$ cat src/rtl/mips_pkg.sv
// Types and constants shared by the fetch stage and the PC register.
package mips_pkg;

  typedef enum logic [1:0] {
    IDLE = 2'd0,
    REQ  = 2'd1,
    WAIT = 2'd2,
    HALT = 2'd3
  } fetch_state_t;

  localparam logic [31:0] NOP_INSTR = 32'h0000_0000;
  localparam logic [31:0] RESET_PC  = 32'h0040_0000;

endpackage

$ cat src/rtl/instr_fetch.sv
// Instruction fetch stage: one outstanding imem read, 1-entry decode buffer,
// redirect squashing of in-flight words, and sticky halt on a misaligned PC.
module instr_fetch #(
  parameter int              ADDR_W    = 32,
  parameter int              DATA_W    = 32,
  parameter logic [DATA_W-1:0] NOP_INSTR = mips_pkg::NOP_INSTR
) (
  input  logic              clock,
  input  logic              reset_n,
  input  logic [ADDR_W-1:0] pc,
  output logic [ADDR_W-1:0] pc_next,
  output logic              pc_wen,
  input  logic              redirect,
  input  logic [ADDR_W-1:0] redirect_pc,
  output logic              imem_req,
  output logic [ADDR_W-1:0] imem_addr,
  input  logic              imem_gnt,
  input  logic              imem_rvalid,
  input  logic [DATA_W-1:0] imem_rdata,
  output logic              if_valid,
  output logic [DATA_W-1:0] if_instr,
  output logic [ADDR_W-1:0] if_pc,
  input  logic              id_ready,
  output logic              fetch_fault
);
  import mips_pkg::*;

  localparam logic [ADDR_W-1:0] PC_STEP = ADDR_W'(32'd4);

  fetch_state_t      state_q, state_d;
  logic [ADDR_W-1:0] req_pc_q, req_pc_d;
  logic              drop_q, drop_d;
  logic              fault_q, fault_d;
  logic              if_valid_q, if_valid_d;
  logic [DATA_W-1:0] if_instr_q, if_instr_d;
  logic [ADDR_W-1:0] if_pc_q, if_pc_d;
  logic [DATA_W-1:0] buf_instr_s;
  logic              can_accept_s;
  logic              req_ok_s;
  logic              redirect_s;

  // A request only goes out when the buffer has room, so a response never meets a full buffer.
  assign can_accept_s = !if_valid_q || id_ready;
  assign req_ok_s     = (state_q == REQ) && (pc[1:0] == 2'b00) && can_accept_s;
  assign redirect_s   = redirect && (state_q != HALT);

  always_comb begin
    state_d     = state_q;
    req_pc_d    = req_pc_q;
    drop_d      = drop_q;
    fault_d     = fault_q;
    if_valid_d  = if_valid_q && !id_ready;
    buf_instr_s = if_instr_q;
    if_pc_d     = if_pc_q;
    imem_req    = req_ok_s;
    imem_addr   = pc;
    pc_wen      = 1'b0;
    pc_next     = pc + PC_STEP;

    if (redirect_s) begin
      // Redirect beats everything; a granted or outstanding read becomes wrong-path.
      pc_wen     = 1'b1;
      pc_next    = redirect_pc;
      if_valid_d = 1'b0;
      if ((state_q == WAIT) && imem_rvalid) begin
        drop_d  = 1'b0;
        state_d = REQ;
      end else if ((state_q == WAIT) || (req_ok_s && imem_gnt)) begin
        drop_d  = 1'b1;
        state_d = WAIT;
      end else begin
        state_d = REQ;
      end
    end else begin
      case (state_q)
        IDLE: state_d = REQ;
        REQ: begin
          if (pc[1:0] != 2'b00) begin
            fault_d = 1'b1;
            state_d = HALT;
          end else if (req_ok_s && imem_gnt) begin
            pc_wen   = 1'b1;
            req_pc_d = pc;
            state_d  = WAIT;
          end else begin
            state_d = REQ;
          end
        end
        WAIT: begin
          if (imem_rvalid) begin
            state_d = REQ;
            if (drop_q) begin
              drop_d = 1'b0;
            end else begin
              if_valid_d  = 1'b1;
              buf_instr_s = imem_rdata;
              if_pc_d     = req_pc_q;
            end
          end else begin
            state_d = WAIT;
          end
        end
        HALT:    state_d = HALT;
        default: state_d = IDLE;
      endcase
    end

    if_instr_d = if_valid_d ? buf_instr_s : NOP_INSTR;
  end

  always_ff @(posedge clock or negedge reset_n) begin
    if (!reset_n) begin
      state_q    <= IDLE;
      req_pc_q   <= '0;
      drop_q     <= 1'b0;
      fault_q    <= 1'b0;
      if_valid_q <= 1'b0;
      if_instr_q <= NOP_INSTR;
      if_pc_q    <= '0;
    end else begin
      state_q    <= state_d;
      req_pc_q   <= req_pc_d;
      drop_q     <= drop_d;
      fault_q    <= fault_d;
      if_valid_q <= if_valid_d;
      if_instr_q <= if_instr_d;
      if_pc_q    <= if_pc_d;
    end
  end

  assign if_valid    = if_valid_q;
  assign if_instr    = if_instr_q;
  assign if_pc       = if_pc_q;
  assign fetch_fault = fault_q;

endmodule

$ cat config.mk
export PLATFORM = sky130hd
export DESIGN_NAME = instr_fetch
export DESIGN_NICKNAME = d
export VERILOG_FILES = /design/src/rtl/mips_pkg.sv /design/src/rtl/instr_fetch.sv
export SDC_FILE = /design/constraint.sdc
export NUM_CORES = 1
export LEC_CHECK = 0
export CAP_MARGIN = 20
export CORE_MARGIN = 2
export CORE_UTILIZATION = 42
export DETAILED_ROUTE_END_ITERATION = 8
export GPL_ROUTABILITY_DRIVEN = 0
export GPL_TIMING_DRIVEN = 1
export PLACE_DENSITY = 0.93
export SLEW_MARGIN = 40
export SYNTH_ARGS = -nofsm -noshare
export SYNTH_HDL_FRONTEND = slang
export SYNTH_SLANG_ARGS = --single-unit
export TNS_END_PERCENT = 1
$ cat constraint.sdc
create_clock -name clock -period 3.05 [get_ports clock]
set_clock_uncertainty 0.15 [all_clocks]
set_input_delay 0.61 -clock clock [delete_from_list [all_inputs] [get_ports clock]]
set_output_delay 0.61 -clock clock [all_outputs]
set_load 0.05 [all_outputs]
Word-level counts from Yosys, hierarchy flattened
Index checks and enable logic that the tools add are counted.
- register bits: 101
- bits of input ports: 102
- output and inout bits: 132
- logic and storage cells: 66
- add/subtract/negate cells: 1
- eq/ne operators: 9
- multiplexer cells: 26
- bitwise operators: 3
- reduce and logical (&&, ||, !) cells: 20
- operators with widths (cell ; count):
    two-way mux 32 bit ; 6
    adder 32 x 3 -> 32 bit, second input constant ; 1
    two-way mux 1 bit ; 13
    two-way mux 2 bit ; 6
    AND reduction 4 bit ; 3
    inequality test 2 bit, second input constant ; 4
    case mux 2 bit (4 select lines) ; 1
    logical AND 1 bit ; 6
    AND reduction 3 bit ; 2
    nonzero test 2 bit ; 3
    equality test 2 bit, second input constant ; 2
    zero test 2 bit ; 2
    inequality test 3 x 1 -> 1 bit, second input constant ; 1
    NOT 1 bit ; 3
    equality test 2 x 1 -> 1 bit, second input constant ; 1
    zero test 1 bit ; 2
    logical OR 1 bit ; 2
    inequality test 2 x 1 -> 1 bit, second input constant ; 1

Depth between registers and ports, before layout
Gate-level depths: netlist of run 1.
- depth in word-level cells: 8
- depth in mapped cells: 6
- depth with buffers taken out: 5

Worst setup path before layout of run 1
OpenSTA, ideal clock, no wires.
- path type: in2out
- start: input pc[2]
- end: output pc_next[30]
- arrival: 2526 ps
- required time: 2290 ps
- slack: -236 ps
- stages on the path: 5
- path buffers: 0
- cell sequence: ha_1 -> and3_2 -> nand4_4 -> or4_1 -> a31oi_1
- cells in the longest elaborated chain, start to end: 2
- ends and longest elaborated chain (item ; RTL line ; RTL):
    start, declared ; instr_fetch.sv:10 ; input logic [ADDR_W-1:0] pc,
    adder 32 x 3 -> 32 bit ; instr_fetch.sv:58 ; pc_next = pc + PC_STEP;
    two-way mux 32 bit ; instr_fetch.sv:60 ; if (redirect_s) begin
    end, declared ; instr_fetch.sv:11 ; output logic [ADDR_W-1:0] pc_next,
Every way passes these cells.

Worst setup path after layout of run 1
- start: input pc[21]
- end: output pc_next[28]
The elaborated chain is that of the path after synthesis.

==> implementation parameters, run 1 <==
Parameter                              Value

Global route
  Global-route usage over all layers ... ~28%
  Maximum number of pins on one net before global-route repair ... between 50 and 60
  Via count of the first global-routing pass ... 5154
  First-pass GRT wire length ... approximately 28000 µm
  Antenna violations before repair ... 0
  Remaining global-route overflow ... 0

Routing
  1st-iter DRT viols ... roughly 270
  Total iterations of the first detailed-routing run ... 4
  Remaining antenna violation count ... 0
  Routed vias/inst ... between 5 and 6
  DRC violation count after routing ... 0
  Post-Route WL ... around 18000 µm
  Routed vias ... between 4k and 5k
  Routed wire per std cell ... just over 20 µm

Clock tree
  CTS tree ... yes
  Clock latency on the worst-skew pair ... approximately 350 ps
  # clock sinks ... a little over 100
  Longest Clk Path Bufs ... 2
  # H-tree levels ... 3
  Clock Root Buffer ... sky130_fd_sc_hd__clkbuf_16
  Register clock-pin slew on the reported worst setup and hold paths ... 70 ps
  Number of buffers inserted during clock tree synthesis ... 9

Pwr
  Pwr per Cell Area ... 400 nW/µm²
  Sw power ... between 900 and 1000 µW
  Static leakage power ... 0.00391 µW
  Comb power frac ... between 20% and 30%
  Sequential share of power ... between 40% and 50%
  Maximum resistive drop on vdd ... between 300 and 400 µV
  Internal power ... between 2000 and 3000 µW
  Part of the total power dissipated in the clock network ... between 30% and 40%
  Switch share ... 28.1%

Timing
  Setup total negative slack ... 0 ps
  Final Hold Fails ... 0
  Final clock period utilization by the worst path ... roughly 100%
  Crit path setup slack, layout ... between 15 and 20 ps
  Final Slew Violations ... 0
  Worst slew margin relative to its limit ... 60.4%
  Highest achievable clock rate ... 0.330 GHz
  Final critical-path required period ... slightly above 3000 ps
  Transition at the pin with the smallest max-transition slack ... 594 ps
  # setup viols final ... 0

Yosys
  Mean cell area of the mapped netlist ... between 10 and 15 µm²
  Fraction of registers with async set or reset after synthesis ... between 90% and 100%
  Number of nets produced by synthesis ... 536
  Top flip-flop cell by instance count after synthesis ... sky130_fd_sc_hd__dfrtp_1
  Netlist area before placement ... a little under 5000 µm²
  Part of the Yosys area used for sequential elements ... 50.9%
  Gate count of the mapped netlist ... approximately 430
  Number of enable-type register cells in the synthesized netlist ... 0
  Synth Register Bits ... roughly 100
  Count of warnings emitted by yosys ... 0
  Netlist cell types ... 41

Layout
  Most used cells in the layout excluding fill and tap cells ... 137 x sky130_fd_sc_hd__clkdlybuf4s50_1, 106 x sky130_fd_sc_hd__buf_4, 101 x sky130_fd_sc_hd__dfrtp_1
  Area delta synth->final ... 75.3%
  Commonest non-fill, non-tap cell in the layout ... sky130_fd_sc_hd__clkdlybuf4s50_1
  Layout cell share with drive strength beyond 1 ... 40.9%
  Area of all placed cells without fillers ... 8700 µm²
  Final Core Density ... roughly 76%
  Net count reported at finish ... between 800 and 900
  Fill cell count ... about 720

Die
  Chip Width ... between 100 and 150 µm
  Placeable core region ... ~11000 µm²
  Placement row count ... 39
  Count of pins on the block boundary ... between 200 and 250
  Die height ... approximately 110 µm
  Die area ... between 10000 and 15000 µm²
  Starting density of the core ... a little over two fifths

Critical path
  Critical R2R Launch ... state_q[1]
  CP top delay family ... simple AND/OR/NAND/NOR gates
  Kind of start point of the critical path ... input port
  Worst-path cell chain ... dlygate4sd2_1, and3_2, nand4_1, or4_4, a31oi_4, buf_12
  Worst setup slack for register-to-register paths ... between 800 and 900 ps
  Cell with the largest stage delay on the worst path ... sky130_fd_sc_hd__or4_4
  Arrival time at the worst endpoint ... approximately 2300 ps
  Sum of buffers and inverters on the critical path ... 2
  Class of the most critical setup path ... in2out
  Worst stage delay on the critical path ... between 500 and 600 ps
  Top fanout value on the critical path ... 4
  Crit. End Element ... primary output
  FF-to-FF End ... req_pc_q[17]
  Cell depth of the worst flop-to-flop path ... 5
  Req. time, crit path ... 2290 ps

Min path
  Hold/Removal Path Class ... in2async

Placement
  Dpl cell area ... ~8000 µm²
  Count of input and output buffers ... around 230
  Detailed placement HPWL ... between 10000 and 15000 µm
  Worst Setup Slack post-DPL ... -516 ps

Job
  Max cap viols ... 0

Status
  Outcome ... finished clean
-- synthesized netlist by cell type, types with 2 or more instances --
library cell,n,area [µm²]
sky130_fd_sc_hd__dfrtp_1,101,2530
sky130_fd_sc_hd__mux2_2,62,698
sky130_fd_sc_hd__buf_4,35,263
sky130_fd_sc_hd__a22o_1,32,280
sky130_fd_sc_hd__nand2_1,32,120
sky130_fd_sc_hd__nor2_1,22,82.6
sky130_fd_sc_hd__a31oi_1,15,93.8
sky130_fd_sc_hd__o21ai_0,15,75.1
sky130_fd_sc_hd__o31ai_1,12,90.1
sky130_fd_sc_hd__or4_1,12,90.1
sky130_fd_sc_hd__clkbuf_1,11,41.3
sky130_fd_sc_hd__nand3_1,11,55.1
sky130_fd_sc_hd__xor2_1,9,78.8
sky130_fd_sc_hd__nand4_1,7,43.8
sky130_fd_sc_hd__and4_1,6,52.6
sky130_fd_sc_hd__buf_2,6,30.0
sky130_fd_sc_hd__a21oi_1,5,25.0
sky130_fd_sc_hd__and3_2,4,30.0
sky130_fd_sc_hd__nor2b_1,4,25.0
sky130_fd_sc_hd__xnor2_1,4,35.0
sky130_fd_sc_hd__and3_1,3,18.8
sky130_fd_sc_hd__buf_6,2,22.5
sky130_fd_sc_hd__inv_1,2,7.51
sky130_fd_sc_hd__nand2b_1,2,12.5
sky130_fd_sc_hd__or3_1,2,12.5
sky130_fd_sc_hd__or3_2,2,15.0
-- state kept, by name, summed over array words and instances, names as in the netlist --
| register | count |
|---|---|
| req_pc_q | 32 |
| if_pc | 32 |
| drop_q | 1 |
| if_instr | 32 |
| fetch_fault | 1 |
| state_q | 2 |
| if_valid | 1 |
-- logic make-up after synthesis --
family	count (synthesis)	synth area share [%]
flops	101	50.9
buf+inv	56	7.33
fa+ha+maj	1	0.252
simple gates	116	12.9
compound gates	83	12.0
mux	63	14.3
xor+xnor	13	2.29
-- per-stage QoR --
stage,power [µW],hold slack (ps),std cells
after floorplan,1810,164,433
after global placement,2230,293,822
after detailed placement,2250,305,822
after CTS,3490,118,846
after global routing,3600,140,852
final,3480,97.4,853
-- per-layer routing --
metal	share of wire, %	vias up	track usage (%)
li1	-	2102	-
met1	38	2315	33.3
met2	53	199	49.1
met3	6.0	41	7.02
met4	2.6	0	11.5
met5	0	-	0
-- worst max path at each step --
stage               slack (ps)    from  cells after the start           to
floorplan                 -220   pc[2]                      5  pc_next[26]
global placement          -400   pc[2]                      7  pc_next[28]
detailed placement        -520   pc[2]                      7  pc_next[28]
CTS                        -30  pc[30]                      6  pc_next[31]
global route               -40   pc[3]                      8  pc_next[29]
finish                      20  pc[21]                      6  pc_next[28]
-- power by group through the flow --
stage          sequential (µW)  combinational, µW  clock [µW]
5_1_grt                   1450                847        1310
3_5_place_dp              1470                789           0
3_3_place_gp              1460                771           0
6_report                  1440                812        1230
4_1_cts                   1440                807        1240
2_1_floorplan             1510                306           0
-- layout make-up --
| class | count | area, µm² | share of cell area (%) |
|---|---|---|---|
| antenna | 1 | 2.50 | 0.0288 |
| clock buffer | 10 | 229 | 2.63 |
| inverter | 2 | 7.51 | 0.0863 |
| sequential | 101 | 2530 | 29.0 |
| multi-input combinational | 276 | 2460 | 28.2 |
| timing repair buffer | 314 | 3210 | 36.9 |
| tap | 143 | 179 | 2.06 |
| clock inverter | 6 | 87.6 | 1.01 |
-- timing repair --
action | in CTS | in global routing
gates resized for setup | 88 | 33
setup endpoints to repair | 22 | 16
hold buffers | 0 | 0
setup buffers | 7 | 6
cloned | 1 | 0
pin swaps | 24 | 7
(Power assumes the default switching activity.)
==> inputs of run 2 (changes only) <==
--- a/config.mk
+++ b/config.mk
@@ -12,6 +12,7 @@
 export GPL_ROUTABILITY_DRIVEN = 0
 export GPL_TIMING_DRIVEN = 1
 export PLACE_DENSITY = 0.93
+export REMOVE_ABC_BUFFERS = 1
 export SLEW_MARGIN = 40
 export SYNTH_ARGS = -nofsm -noshare
 export SYNTH_HDL_FRONTEND = slang
==> run 2 against run 1 <==
Net effect:
- flip-flop and latch count unchanged
- final area fell by 0.75%
- critical endpoint is now pc_next[23]
- power is 4.3% lower
- clock power down 12%
- hold slack worse by 25 ps
- setup slack better by 6.0 ps
- utilization shrank 0.57 points
- die area stayed put
- largest power group unchanged
- via count rose by 2.3%
- maximum frequency is 0.20% higher
==> implementation parameters, run 2 (synthesis results as in run 1) <==
Parameter                              Value

Die
  Starting density of the core ... 43.3% (unchanged)
  Placement row count ... 39 (unchanged)
  Placeable core region ... 11500 µm² (unchanged)
  Die height ... 113 µm (unchanged)
  Chip Width ... 113 µm (unchanged)
  Die area ... 12700 µm² (unchanged)
  Count of pins on the block boundary ... 234 (unchanged)

Global route
  First-pass GRT wire length ... 27900 µm (about the same)
  Global-route usage over all layers ... 28.0% (-0.13 points)
  Antenna violations before repair ... 1 (+1)
  Via count of the first global-routing pass ... 5101 (-1.0%)
  Remaining global-route overflow ... 0 (unchanged)
  Maximum number of pins on one net before global-route repair ... 59 (unchanged)

Pwr
  Part of the total power dissipated in the clock network ... 32.5% (-2.7 points)
  Pwr per Cell Area ... 386 nW/µm² (-3.6%)
  Sequential share of power ... 43.3% (+1.9 points)
  Power after layout ... 3330 µW (-4.3%)
  Sw power ... 953 µW (-2.5%)
  Maximum resistive drop on vdd ... 248 µV (-35%)
  Comb power frac ... 24.3% (+1.0 points)
  Internal power ... 2380 µW (-5.1%)
  Static leakage power ... 0.00391 µW (-0.16%)
  Switch share ... 28.6% (+0.56 points)

Critical path
  Launching element of the worst setup path ... pc[11]
  Crit. End Element ... primary output
  Arrival time at the worst endpoint ... 2270 ps (about the same)
  Cell depth of the worst flop-to-flop path ... 5 (unchanged)
  Critical R2R Launch ... state_q[1]
  Worst setup slack for register-to-register paths ... 820 ps (-20 ps)
  Kind of start point of the critical path ... input port
  Class of the most critical setup path ... in2out
  Last element of the critical path ... pc_next[23]
  Top fanout value on the critical path ... 4 (unchanged)
  Req. time, crit path ... 2290 ps (about the same)
  FF-to-FF End ... req_pc_q[9]

Clock tree
  # clock sinks ... 101 (unchanged)
  Number of hold buffers added after cts ... 0 (unchanged)
  # H-tree levels ... 3 (unchanged)
  CTS tree ... yes
  Register clock-pin slew on the reported worst setup and hold paths ... 70 ps (about the same)
  Longest Clk Path Bufs ... 2 (unchanged)
  Clock latency on the worst-skew pair ... 340 ps (about the same)
  Number of buffers inserted during clock tree synthesis ... 9 (unchanged)
  Clock Root Buffer ... sky130_fd_sc_hd__clkbuf_16

Routing
  Total iterations of the first detailed-routing run ... 4 (unchanged)
  Routed vias/inst ... 5.60 (+2.5%)
  Routed vias ... 4763 (+2.3%)
  Remaining antenna violation count ... 0 (unchanged)
  Post-Route WL ... 18000 µm (+2.6%)
  Routed wire per std cell ... 21.2 µm (+2.8%)
  1st-iter DRT viols ... 319 (+20%)
  DRC violation count after routing ... 0 (unchanged)

Timing
  Final Hold Fails ... 0 (unchanged)
  Highest achievable clock rate ... 0.331 GHz (+0.20%)
  Final Slew Violations ... 0 (unchanged)
  Fin Hold WS ... 72.0 ps (-25.4 ps)
  Crit path setup slack, layout ... 24.4 ps (+5.99 ps)
  Transition at the pin with the smallest max-transition slack ... 580 ps (-14.2 ps)
  Worst slew margin relative to its limit ... 61.2% (+0.83 points)
  # setup viols final ... 0 (unchanged)
  Final clock period utilization by the worst path ... 99.2% (-0.20 points)
  Final critical-path required period ... 3030 ps (-5.99 ps)
  RSZ-0062 raised after global routing ... yes

Layout
  Net count reported at finish ... 805 (-0.25%)
  Final Core Density ... 75.3% (-0.57 points)
  Post-route non-filler standard cell count ... 851 (-0.23%)
  Area delta synth->final ... 73.9%
  Most used cells in the layout excluding fill and tap cells ... 139 x sky130_fd_sc_hd__clkdlybuf4s50_1, 101 x sky130_fd_sc_hd__dfrtp_1, 100 x sky130_fd_sc_hd__buf_4
  Commonest non-fill, non-tap cell in the layout ... sky130_fd_sc_hd__clkdlybuf4s50_1
  Layout cell share with drive strength beyond 1 ... 40.3% (-0.59 points)

Placement
  DP Cell Count ... 820 (-0.24%)
  Count of input and output buffers ... 233 (unchanged)
  Worst Setup Slack post-DPL ... -491 ps (+25.5 ps)
  Detailed placement HPWL ... 12500 µm (+4.4%)

Status
  Outcome ... finished clean

Min path
  Hold/Removal Path Class ... in2async

Job
  Max cap viols ... 0 (unchanged)
run 2: cell types whose count changed in the layout (fill, tap and decap cells not counted), moves of 3 or more:
cell,before,now
sky130_fd_sc_hd__buf_4,106,100
sky130_fd_sc_hd__clkbuf_2,12,16
sky130_fd_sc_hd__clkdlybuf4s15_1,0,4
sky130_fd_sc_hd__dlygate4sd2_1,16,6
sky130_fd_sc_hd__o31ai_4,3,0
run 2: timing repair:
| item | CTS | global route |
|---|---|---|
| cloned | 2 | 0 |
| setup buffers | 6 | 6 |
| pin swaps | 21 | 13 |
| endpoints found under the hold margin | 0 | 0 |
| setup endpoints to repair | 24 | 16 |
| resized for setup | 95 | 35 |
run 2: area by class of cell:
cell class                      instances  area (µm²)
Timing Repair Buffer                  312        3220
Fill cell                             707        2830
Sequential cell                       101        2530
Tap cell                              143         179
Antenna cell                            1        2.50
Multi-Input combinational cell        276        2420
Clock buffer                           12         256
Inverter                                2        7.51
Clock inverter                          4        22.5
run 2: worst min-delay path by stage:
| stage | from | endpoint | slack [ps] | cells after the start |
|---|---|---|---|---|
| 3_3_place_gp | fetch_fault | fetch_fault | 290 | 1 |
| 6_report | reset_n | req_pc_q[15] | 70 | 1 |
| 5_1_grt | reset_n | req_pc_q[15] | 110 | 1 |
| 3_5_place_dp | fetch_fault | fetch_fault | 290 | 1 |
| 2_1_floorplan | reset_n | drop_q | 160 | 0 |
| 4_1_cts | reset_n | req_pc_q[15] | 210 | 1 |
run 2: per-layer routing:
layer,up-vias,GRT usage [%],share of wire (%)
met5,-,0,0
met4,0,14.1,4.4
met3,61,4.93,5.9
met2,216,50.6,54
met1,2390,31.8,36
li1,2096,-,-
run 2: power groups by stage:
stage               logic, µW  clock network, µW  registers (µW)
floorplan                 192                  0            1510
global placement          770                  0            1460
detailed placement        788                  0            1460
CTS                       802               1090            1440
global route              840               1170            1450
finish                    808               1080            1440
run 2: stage by stage:
step	setup TNS (ps)	cell area (µm²)
after floorplan	-51180	4610
after global placement	-5520	7950
after detailed placement	-7440	7950
after CTS	-35.9	8620
after global routing	-28.7	8640
final	0	8640
run 2: critical path, stage by stage:
cell	delay (ps)
sky130_fd_sc_hd__dlygate4sd2_1	220
sky130_fd_sc_hd__and3_4	220
sky130_fd_sc_hd__nand4_4	140
sky130_fd_sc_hd__buf_12	170
sky130_fd_sc_hd__buf_16	120
sky130_fd_sc_hd__or4_4	440
sky130_fd_sc_hd__a31oi_4	180
sky130_fd_sc_hd__buf_12	160
==> RTL edit, RTL diff (settings of run 1) <==
Set the parameter `DATA_W` to 64 (it was 32).
--- a/src/rtl/instr_fetch.sv
+++ b/src/rtl/instr_fetch.sv
@@ -4,3 +4,3 @@
   parameter int              ADDR_W    = 32,
-  parameter int              DATA_W    = 32,
+  parameter int              DATA_W    = 64,
   parameter logic [DATA_W-1:0] NOP_INSTR = mips_pkg::NOP_INSTR
Interface: changed (resized if_instr and imem_rdata); port bits go from 234 to 298. The function was not compared with the original's and may differ.
==> RTL edit against run 1 <==
- sequential cell count rose by 32
- register-to-register slack better by 0.09 ns
- routed wire length is 18% higher
- setup slack worse by 0.022 ns
- design area rose by 22%
- combinational power grew 6.2%
- the flow now finishes with violations (negative setup slack)
- core utilization hardly changed
- fmax down 0.71%
- area after synthesis rose by 23%
- total power grew 41%
==> RTL edit: results (changes against run 1) <==
* Worst path max stage delay at 0.56 ns (+0.02 ns)
* Fraction of layout cells with a size suffix above 1 at 33.1% (-7.8 points)
* Nets@finish at 964 (+19%)
* Number of buffers created by CTS at 17 (+8)
* Adder-cell share of the synthesized area at 0.206% (-0.046 points)
* Worst-Skew Late Latency at 0.41 ns (+0.06 ns)
* TNS Setup at -0.00340 ns (-0.00340 ns)
* Vias per cell at 5.54 (+1.5%)
* Dominant cells by area after synthesis: dfrtp_1, mux2_2, a22o_1
* Part of the Yosys area used for sequential elements at 54.7% (+3.8 points)
* Power Density at 460 nW/um^2 (+15%)
* Detail Route met2 WL at 10.5 mm (+12%)
* Final WS setup at -0.00340 ns (-0.0218 ns)
* Largest net degree at the start of global routing at 69 (+17%)
* Port bufs at 297 (+27%)
* Failing checks: negative setup slack
* Starting DRT DRC Count at 427 (+61%)
* Slew at the pin closest to its max-slew limit at 0.645 ns (+0.0502 ns)
* Leakage power at 4.80 nW (+23%)
* Mapped Nets at 638 (+19%)
* Status: complete, but fails checks
* Post-synthesis mux area share at 11.7% (-2.6 points)
* First-pass GRT wire length at 32.6 mm (+17%)
* DP Area at 9760 um^2 (+22%)
* Crit-path max FO at 5 (+1)
* Setup Fix Bufs, Post-CTS at 1 (-6)
* Combinational share of power at 17.6% (-5.7 points)
* Synth unique cells at 39 (-4.9%)
* Fill cells at 840 (+16%)
* Synth top cells by count: dfrtp_1, a22o_1, mux2_2, buf_4, nand2_1
* Fin area at 10,700 um^2 (+22%)
* Compound-Gate Fraction of Synth Area at 14.3% (+2.3 points)
* DR WL met3 at 1.38 mm (+31%)
* Syn_area_per_cell at 12.1 um^2 (+5.5%)
* Setup Viol. Count Final at 1 (+1)
* Xor/xnor cell area share of the yosys netlist at 1.87% (-0.42 points)
* Peak supply drop at 0.366 mV (-4.6%)
* M1 WL at 7.88 mm (+17%)
* Placed cell count at 988 (+20%)
* Routing usage on met3 at 8.51% (+1.5 points)
* Sw power at 1.27 mW (+30%)
* WL per Instance at 20.2 um (-1.8%)
* Resize count post-CTS at 73 (-17%)
==> RTL edit: changes by cell type after synthesis, sizes merged <==
cell,run 1,this run
nor3,1,0
a21oi,5,4
a21boi,1,0
buf,43,54
o21ai,15,16
dfrtp,101,133
clkbuf,11,8
nor2,23,22
and2,1,2
a22o,32,64
==> RTL edit: worst paths after layout <==
kind,slack (ns),cells after the start,startpoint,end
min,0.06,1,reset_n,if_pc[25]
max,-0.003,7,pc[7],pc_next[30]
max in group asynchronous,1.95,2,reset_n,if_instr[47]
min reg2reg,0.31,1,fetch_fault,fetch_fault
max reg2reg,0.93,6,state_q[1],if_pc[6]
min in group clock,0.31,1,fetch_fault,fetch_fault
==> RTL edit: area by class of cell <==
cell class | instances | area share (%)
clock inverter | 14 | 1.87
inverter | 2 | 0.0705
sequential | 133 | 31.2
tap | 180 | 2.11
antenna | 1 | 0.0235
clock buffer | 18 | 4.03
multi-input combinational | 306 | 24.7
timing repair buffer | 369 | 36.0
